File: src/rtl/regfile_write_arbiter_if.sv
// Writeback bus between two write requesters, the arbiter and the regfile write/read ports.
// The requester side (master) drives requests and read addresses; the arbiter (slave) drives grants and the write port.
interface regfile_write_arbiter_if #(
    parameter int COUNT_WIDTH = 16
);
    logic                   Stall;
    logic                   ReqAValid;
    logic                   ReqAReady;
    logic [4:0]             ReqAReg;
    logic [31:0]            ReqAData;
    logic                   ReqBValid;
    logic                   ReqBReady;
    logic [4:0]             ReqBReg;
    logic [31:0]            ReqBData;
    logic                   RegWrite;
    logic [4:0]             WriteRegister;
    logic [31:0]            WriteData;
    logic                   LastGrant;
    logic [4:0]             ReadRegister1;
    logic [4:0]             ReadRegister2;
    logic                   Hazard1;
    logic                   Hazard2;
    logic [COUNT_WIDTH-1:0] WriteCount;

    modport master (
        output Stall, ReqAValid, ReqAReg, ReqAData, ReqBValid, ReqBReg, ReqBData,
               ReadRegister1, ReadRegister2,
        input  ReqAReady, ReqBReady, RegWrite, WriteRegister, WriteData, LastGrant,
               Hazard1, Hazard2, WriteCount
    );

    modport slave (
        input  Stall, ReqAValid, ReqAReg, ReqAData, ReqBValid, ReqBReg, ReqBData,
               ReadRegister1, ReadRegister2,
        output ReqAReady, ReqBReady, RegWrite, WriteRegister, WriteData, LastGrant,
               Hazard1, Hazard2, WriteCount
    );
endinterface

File: src/rtl/regfile_write_arbiter.sv
// Round-robin arbiter sharing the regfile write port between ALU (A) and load (B) writeback; 1-cycle latency.
// Backpressure: Ready is granted combinationally, never while Stall or reset is asserted; $zero writes are accepted and dropped.
module regfile_write_arbiter #(
    parameter int COUNT_WIDTH    = 16,
    parameter bit RESET_PRIORITY = 1'b0
) (
    input logic                  Clk,
    input logic                  ResetN,
    regfile_write_arbiter_if.slave bus
);
    logic                   grant_a;
    logic                   grant_b;
    logic                   last_grant;
    logic                   reg_write;
    logic [4:0]             write_reg;
    logic [31:0]            write_data;
    logic [COUNT_WIDTH-1:0] write_count;
    logic [4:0]             win_reg;
    logic [31:0]            win_data;
    logic                   win_nonzero;

    // On a conflict, last_grant names the side that must wait.
    always_comb begin
        grant_a = 1'b0;
        grant_b = 1'b0;
        if (ResetN && !bus.Stall) begin
            if (bus.ReqAValid && bus.ReqBValid) begin
                grant_a = last_grant;
                grant_b = !last_grant;
            end else begin
                grant_a = bus.ReqAValid;
                grant_b = bus.ReqBValid;
            end
        end
    end

    assign win_reg     = grant_b ? bus.ReqBReg  : bus.ReqAReg;
    assign win_data    = grant_b ? bus.ReqBData : bus.ReqAData;
    assign win_nonzero = (win_reg != 5'd0);

    always_ff @(posedge Clk) begin
        if (!ResetN) begin
            reg_write   <= 1'b0;
            write_reg   <= 5'd0;
            write_data  <= 32'd0;
            write_count <= '0;
            last_grant  <= ~RESET_PRIORITY;
        end else if (grant_a || grant_b) begin
            last_grant <= grant_b;
            write_reg  <= win_reg;
            write_data <= win_data;
            reg_write  <= win_nonzero;
            if (win_nonzero && (write_count != '1)) begin
                write_count <= write_count + 1'b1;
            end
        end else begin
            reg_write <= 1'b0;
        end
    end

    assign bus.ReqAReady     = grant_a;
    assign bus.ReqBReady     = grant_b;
    assign bus.RegWrite      = reg_write;
    assign bus.WriteRegister = write_reg;
    assign bus.WriteData     = write_data;
    assign bus.LastGrant     = last_grant;
    assign bus.WriteCount    = write_count;

    // reg_write is never set for $zero, so the register-0 guard only matters for the read address.
    assign bus.Hazard1 = reg_write && (write_reg == bus.ReadRegister1) && (bus.ReadRegister1 != 5'd0);
    assign bus.Hazard2 = reg_write && (write_reg == bus.ReadRegister2) && (bus.ReadRegister2 != 5'd0);
endmodule
File: src/flat_wrapper.sv
// flat-port wrapper written by rule: the top's interface ports become plain ports
module regfile_write_arbiter_flat 
#(
    parameter int COUNT_WIDTH    = 16,
    parameter bit RESET_PRIORITY = 1'b0
)
  (Clk, ResetN, bus_Stall, bus_ReqAValid, bus_ReqAReg, bus_ReqAData, bus_ReqBValid, bus_ReqBReg, bus_ReqBData, bus_ReadRegister1, bus_ReadRegister2, bus_ReqAReady, bus_ReqBReady, bus_RegWrite, bus_WriteRegister, bus_WriteData, bus_LastGrant, bus_Hazard1, bus_Hazard2, bus_WriteCount);
  regfile_write_arbiter_if #(.COUNT_WIDTH(COUNT_WIDTH)) bus_i ();
  input logic Clk;
  input logic ResetN;
  input wire logic [$bits(bus_i.Stall)-1:0] bus_Stall;
  input wire logic [$bits(bus_i.ReqAValid)-1:0] bus_ReqAValid;
  input wire logic [$bits(bus_i.ReqAReg)-1:0] bus_ReqAReg;
  input wire logic [$bits(bus_i.ReqAData)-1:0] bus_ReqAData;
  input wire logic [$bits(bus_i.ReqBValid)-1:0] bus_ReqBValid;
  input wire logic [$bits(bus_i.ReqBReg)-1:0] bus_ReqBReg;
  input wire logic [$bits(bus_i.ReqBData)-1:0] bus_ReqBData;
  input wire logic [$bits(bus_i.ReadRegister1)-1:0] bus_ReadRegister1;
  input wire logic [$bits(bus_i.ReadRegister2)-1:0] bus_ReadRegister2;
  output wire logic [$bits(bus_i.ReqAReady)-1:0] bus_ReqAReady;
  output wire logic [$bits(bus_i.ReqBReady)-1:0] bus_ReqBReady;
  output wire logic [$bits(bus_i.RegWrite)-1:0] bus_RegWrite;
  output wire logic [$bits(bus_i.WriteRegister)-1:0] bus_WriteRegister;
  output wire logic [$bits(bus_i.WriteData)-1:0] bus_WriteData;
  output wire logic [$bits(bus_i.LastGrant)-1:0] bus_LastGrant;
  output wire logic [$bits(bus_i.Hazard1)-1:0] bus_Hazard1;
  output wire logic [$bits(bus_i.Hazard2)-1:0] bus_Hazard2;
  output wire logic [$bits(bus_i.WriteCount)-1:0] bus_WriteCount;
  assign bus_i.Stall = bus_Stall;
  assign bus_i.ReqAValid = bus_ReqAValid;
  assign bus_i.ReqAReg = bus_ReqAReg;
  assign bus_i.ReqAData = bus_ReqAData;
  assign bus_i.ReqBValid = bus_ReqBValid;
  assign bus_i.ReqBReg = bus_ReqBReg;
  assign bus_i.ReqBData = bus_ReqBData;
  assign bus_i.ReadRegister1 = bus_ReadRegister1;
  assign bus_i.ReadRegister2 = bus_ReadRegister2;
  assign bus_ReqAReady = bus_i.ReqAReady;
  assign bus_ReqBReady = bus_i.ReqBReady;
  assign bus_RegWrite = bus_i.RegWrite;
  assign bus_WriteRegister = bus_i.WriteRegister;
  assign bus_WriteData = bus_i.WriteData;
  assign bus_LastGrant = bus_i.LastGrant;
  assign bus_Hazard1 = bus_i.Hazard1;
  assign bus_Hazard2 = bus_i.Hazard2;
  assign bus_WriteCount = bus_i.WriteCount;
  regfile_write_arbiter #(.COUNT_WIDTH(COUNT_WIDTH), .RESET_PRIORITY(RESET_PRIORITY)) u_core (.Clk(Clk), .ResetN(ResetN), .bus(bus_i));
endmodule
File: config.mk
export PLATFORM = sky130hd
export DESIGN_NAME = regfile_write_arbiter_flat
export DESIGN_NICKNAME = d
export VERILOG_FILES = /design/src/rtl/regfile_write_arbiter_if.sv /design/src/rtl/regfile_write_arbiter.sv /design/src/flat_wrapper.sv
export SDC_FILE = /design/constraint.sdc
export NUM_CORES = 1
export LEC_CHECK = 0
export CORE_ASPECT_RATIO = 1.1
export CORE_UTILIZATION = 35
export DETAILED_ROUTE_END_ITERATION = 16
export PLACE_DENSITY_LB_ADDON = 0.15
export SKIP_CTS_REPAIR_TIMING = 1
export SYNTH_ARGS = -nofsm -noshare
export SYNTH_HDL_FRONTEND = slang
export SYNTH_SLANG_ARGS = --single-unit
File: constraint.sdc
create_clock -name Clk -period 1.88 [get_ports Clk]
set_input_delay 0.376 -clock Clk [delete_from_list [all_inputs] [get_ports Clk]]
set_output_delay 0.376 -clock Clk [all_outputs]
set_load 0.1 [all_outputs]
==> results.md <==
- Slew at the pin with the worst max-slew slack: 0.4402 ns
- Yosys warnings: 0
- Result of the run: finished, violations left
- DIE AREA: 8198 um2
- Kind of end point of the critical path: output port
- Post-route standard cell area excluding fillers: 5101 um2
- I/O pin count: 148
- Area of the multi-input gates: 1672 um2
- Worst Path Class, Setup: reg -> out
- Share of final-layout standard cells stronger than drive strength 1: 33.26%
- Number of library cell types mapped by synthesis: 43
- Most common cell after layout, fill and taps aside: clkdlybuf4s50_1
- Max capacitance violation total: 0
- Power density over cell area: 606.9 nW/um2
- Synthesized netlist net count: 386
- Initial standard-cell utilization of the core: 36.51%
- Worst path required time: 1.50 ns
- DP HPWL: 6.104 mm
- Synthesized netlist cell count: 296
- Detailed Route Iter0 Violations: 74
- Wire length of the first global-routing pass: 12.75 mm
- Commonest cells after routing, fill and taps aside: 69 x clkdlybuf4s50_1, 53 x buf_4, 39 x nor2_1
- Failing checks: negative setup slack
- CTS sink cnt: 55
- Count of placed standard cells in the final layout, fillers left out: 567
- Number of nets in the finished design: 549
- Clock share of power: 26.0%
- Worst R2R Path Depth: 6
- Height of the chip: 94.87 um
- Overall global routing resource usage: 19.65%
- Routed wire length: 8.035 mm
- Root buffer cell: clkbuf_8
- Worst setup slack after layout: -0.1180 ns
- Instance count along the most critical hold path: 3
- Post-Place Cells: 547
- Post-synthesis cell area: 2744 um2
- Reg-to-reg critical path startpoint: u_core.bus.WriteCount[0]$_SDFFE_PN0P_
- Pre-Repair DR Iteration Count: 4
- Number of antenna violations at the first check in global routing: 2
- Type of the worst min-delay path: in -> reg
- Power share of the combinational group: 33.6%
- CTS H-tree depth: 2
- Max-slew violation total from the final report: 0
- Reg2Reg Setup Slack: -0.04 ns
- Area taken by flip-flops and latches: 1179 um2
- Destination of the worst register-to-register timing path: u_core.bus.WriteCount[14]$_SDFFE_PN0P_
- Standard-cell rows: 33
- Part of the power in registers: 40.4%
- Post-synthesis to final-layout area growth: 85.91%
- Post-route clock period utilization: 106.3%
- Clock Pin Slew Worst Setup and Hold Paths: 0.09 ns
- Routability congestion estimate: 0.8224
- Setup repair after global routing missed its margin: yes
- Internal power of the cells: 2031 uW
- Headroom to the max-slew limit: 70.43%
- Number of fill cells: 620
- Final antenna-violating net count: 0
- Chip Width: 86.42 um
- Total of flip-flops plus latches after synthesis: 55
- Sw frac: 34.39%
- Arrival @ worst endpoint: 1.62 ns
- TritonCTS clock tree: built
- Worst clock skew on the final layout: 0.006058 ns
- Static Leakage: 0.002244 uW
- NetSw: 1065 uW
- Synthesized area per cell: 9.270 um2
- Via count of the first global-routing pass: 2691
- Clock latency of the later-clocked register in the worst-skew pair: 0.30 ns
- Largest fanout on the critical path: 5
- Hold slack final: 0.4003 ns
- Post-DR vias/cell: 5.041
- Final Setup Violations: 3
- Seq/Total Area, Yosys: 40.13%
- DRC violation count after routing: 0
- Routed wirelength normalized by instance count: 14.17 um
- Via total after detailed routing: 2858
- Bufs on Longest Clock Path: 2
- Core Area: 7515 um2
- Port bufs: 147
- Top achievable clock speed: 0.5005 GHz
- Number of hold violations in the final report: 0
- Standard cell area after detailed placement: 4783 um2
- Capture endpoint of the worst hold path: u_core.bus.WriteRegister[4]$_SDFFE_PN0P_
- GR Overflow Total: 0
- Hold_sp: bus_ReqBReg[4]
- Total power after layout: 3096 uW
- Layout Utilization: 67.88%
- Worst vdd ir: 0.0003215 V
- Crit path launch type: flop
- Clock period minus final worst setup slack: 1.998 ns
- Maximum number of pins on one net before global-route repair: 49
- Num CTS Buffers: 5
==> cell usage after synthesis <==
cell type,count,area [um2]
nand3_1,5,25.02
nor3_1,3,15.01
nand4_1,5,31.28
xor2_1,6,52.55
and3_1,8,50.05
ha_1,1,12.51
a21oi_2,2,17.52
o31ai_1,11,82.58
buf_12,1,20.02
or4_4,1,11.26
clkbuf_1,9,33.78
buf_2,3,15.01
o311ai_0,1,8.760
o21a_1,1,7.510
and2_0,1,6.260
nor4_1,5,31.28
o41ai_4,1,27.53
o41ai_1,1,8.760
buf_1,4,15.01
buf_4,2,15.01
or4_2,3,26.28
nand2_1,7,26.28
a211oi_1,37,277.8
a221o_1,1,10.01
mux2i_1,38,380.4
or3_1,2,12.51
nand3_2,1,10.01
o21ai_0,2,10.01
or4_1,7,52.55
dfxtp_1,55,1101
o211ai_1,4,30.03
buf_6,1,11.26
xnor2_1,2,17.52
a21oi_1,11,55.05
and4_1,1,8.760
nand3b_2,1,11.26
inv_1,6,22.52
o21bai_1,1,7.510
or2_2,2,12.51
nand2b_1,2,12.51
o21ai_2,1,8.760
nor2_1,39,146.4
nor2b_1,1,6.260
==> power groups by stage <==
stage          Combinational, uW  Sequential, uW  Clock (uW)
6_report                    1040            1250         804
5_1_grt                     1090            1260         879
4_1_cts                     1020            1250         830
3_5_place_dp                1020            1280           0
3_3_place_gp                1010            1280           0
2_1_floorplan                221            1680           0
==> cell type report <==
class	instances	area share (%)
Clock buffer	8	2.404
Tap cell	105	2.575
Sequential cell	55	23.11
Multi-Input combinational cell	216	32.77
Inverter	6	0.5151
Timing Repair Buffer	175	38.53
Antenna cell	2	0.09811
==> kinds of logic after synthesis <==
group | count (synthesis) | share of synthesized area, %
fa+ha+maj | 1 | 0.4559
buf+inv | 26 | 4.833
xor+xnor | 8 | 2.554
simple gates | 94 | 18.06
compound gates | 74 | 20.11
mux | 38 | 13.86
flops | 55 | 40.13
==> registers in the layout, indices dropped and copies added (netlist names) <==
signal,cells
u_core.bus.WriteData,32
u_core.bus.WriteCount,16
u_core.bus.LastGrant,1
u_core.bus.RegWrite,1
u_core.bus.WriteRegister,5
==> stage by stage <==
stage	TNS (ns)	setup WS, ns
6_report	-0.2570	-0.1180
5_1_grt	-0.4997	-0.1981
4_1_cts	-4.479	-0.3427
3_5_place_dp	-21.47	-0.5726
3_3_place_gp	-20.04	-0.5257
2_1_floorplan	-0.3031	-0.1488
==> how the worst max path moves through the flow <==
stage	start	to	slack, ns	depth (start not counted)
floorplan	u_core.bus.LastGrant$_SDFFE_PN1P_	bus_ReqBReady	-0.15	6
global placement	bus_ReqBReg[2]	u_core.bus.WriteCount[8]$_SDFFE_PN0P_	-0.53	6
detailed placement	bus_ReqBReg[2]	u_core.bus.WriteCount[8]$_SDFFE_PN0P_	-0.57	6
CTS	bus_Stall	bus_ReqBReady	-0.34	6
global route	u_core.bus.WriteRegister[0]$_SDFFE_PN0P_	bus_Hazard2	-0.20	6
finish	u_core.bus.WriteRegister[0]$_SDFFE_PN0P_	bus_Hazard2	-0.12	6
==> metal layers <==
layer	track usage [%]	vias up	wire length (um)
met1	22.99	1301	3181
met2	34.06	99	4117
met5	0	-	0
li1	-	1448	-
met3	6.906	10	617
met4	5.139	0	117
==> critical path: stages (launching register included) <==
cell and delay (ns):
dfxtp_4 0.38, nor4_4 0.32, nor3_1 0.07, a21oi_1 0.14, nor4_1 0.06, and3_4 0.17
buf_12 0.16
Power figures use the tool's default switching activity.
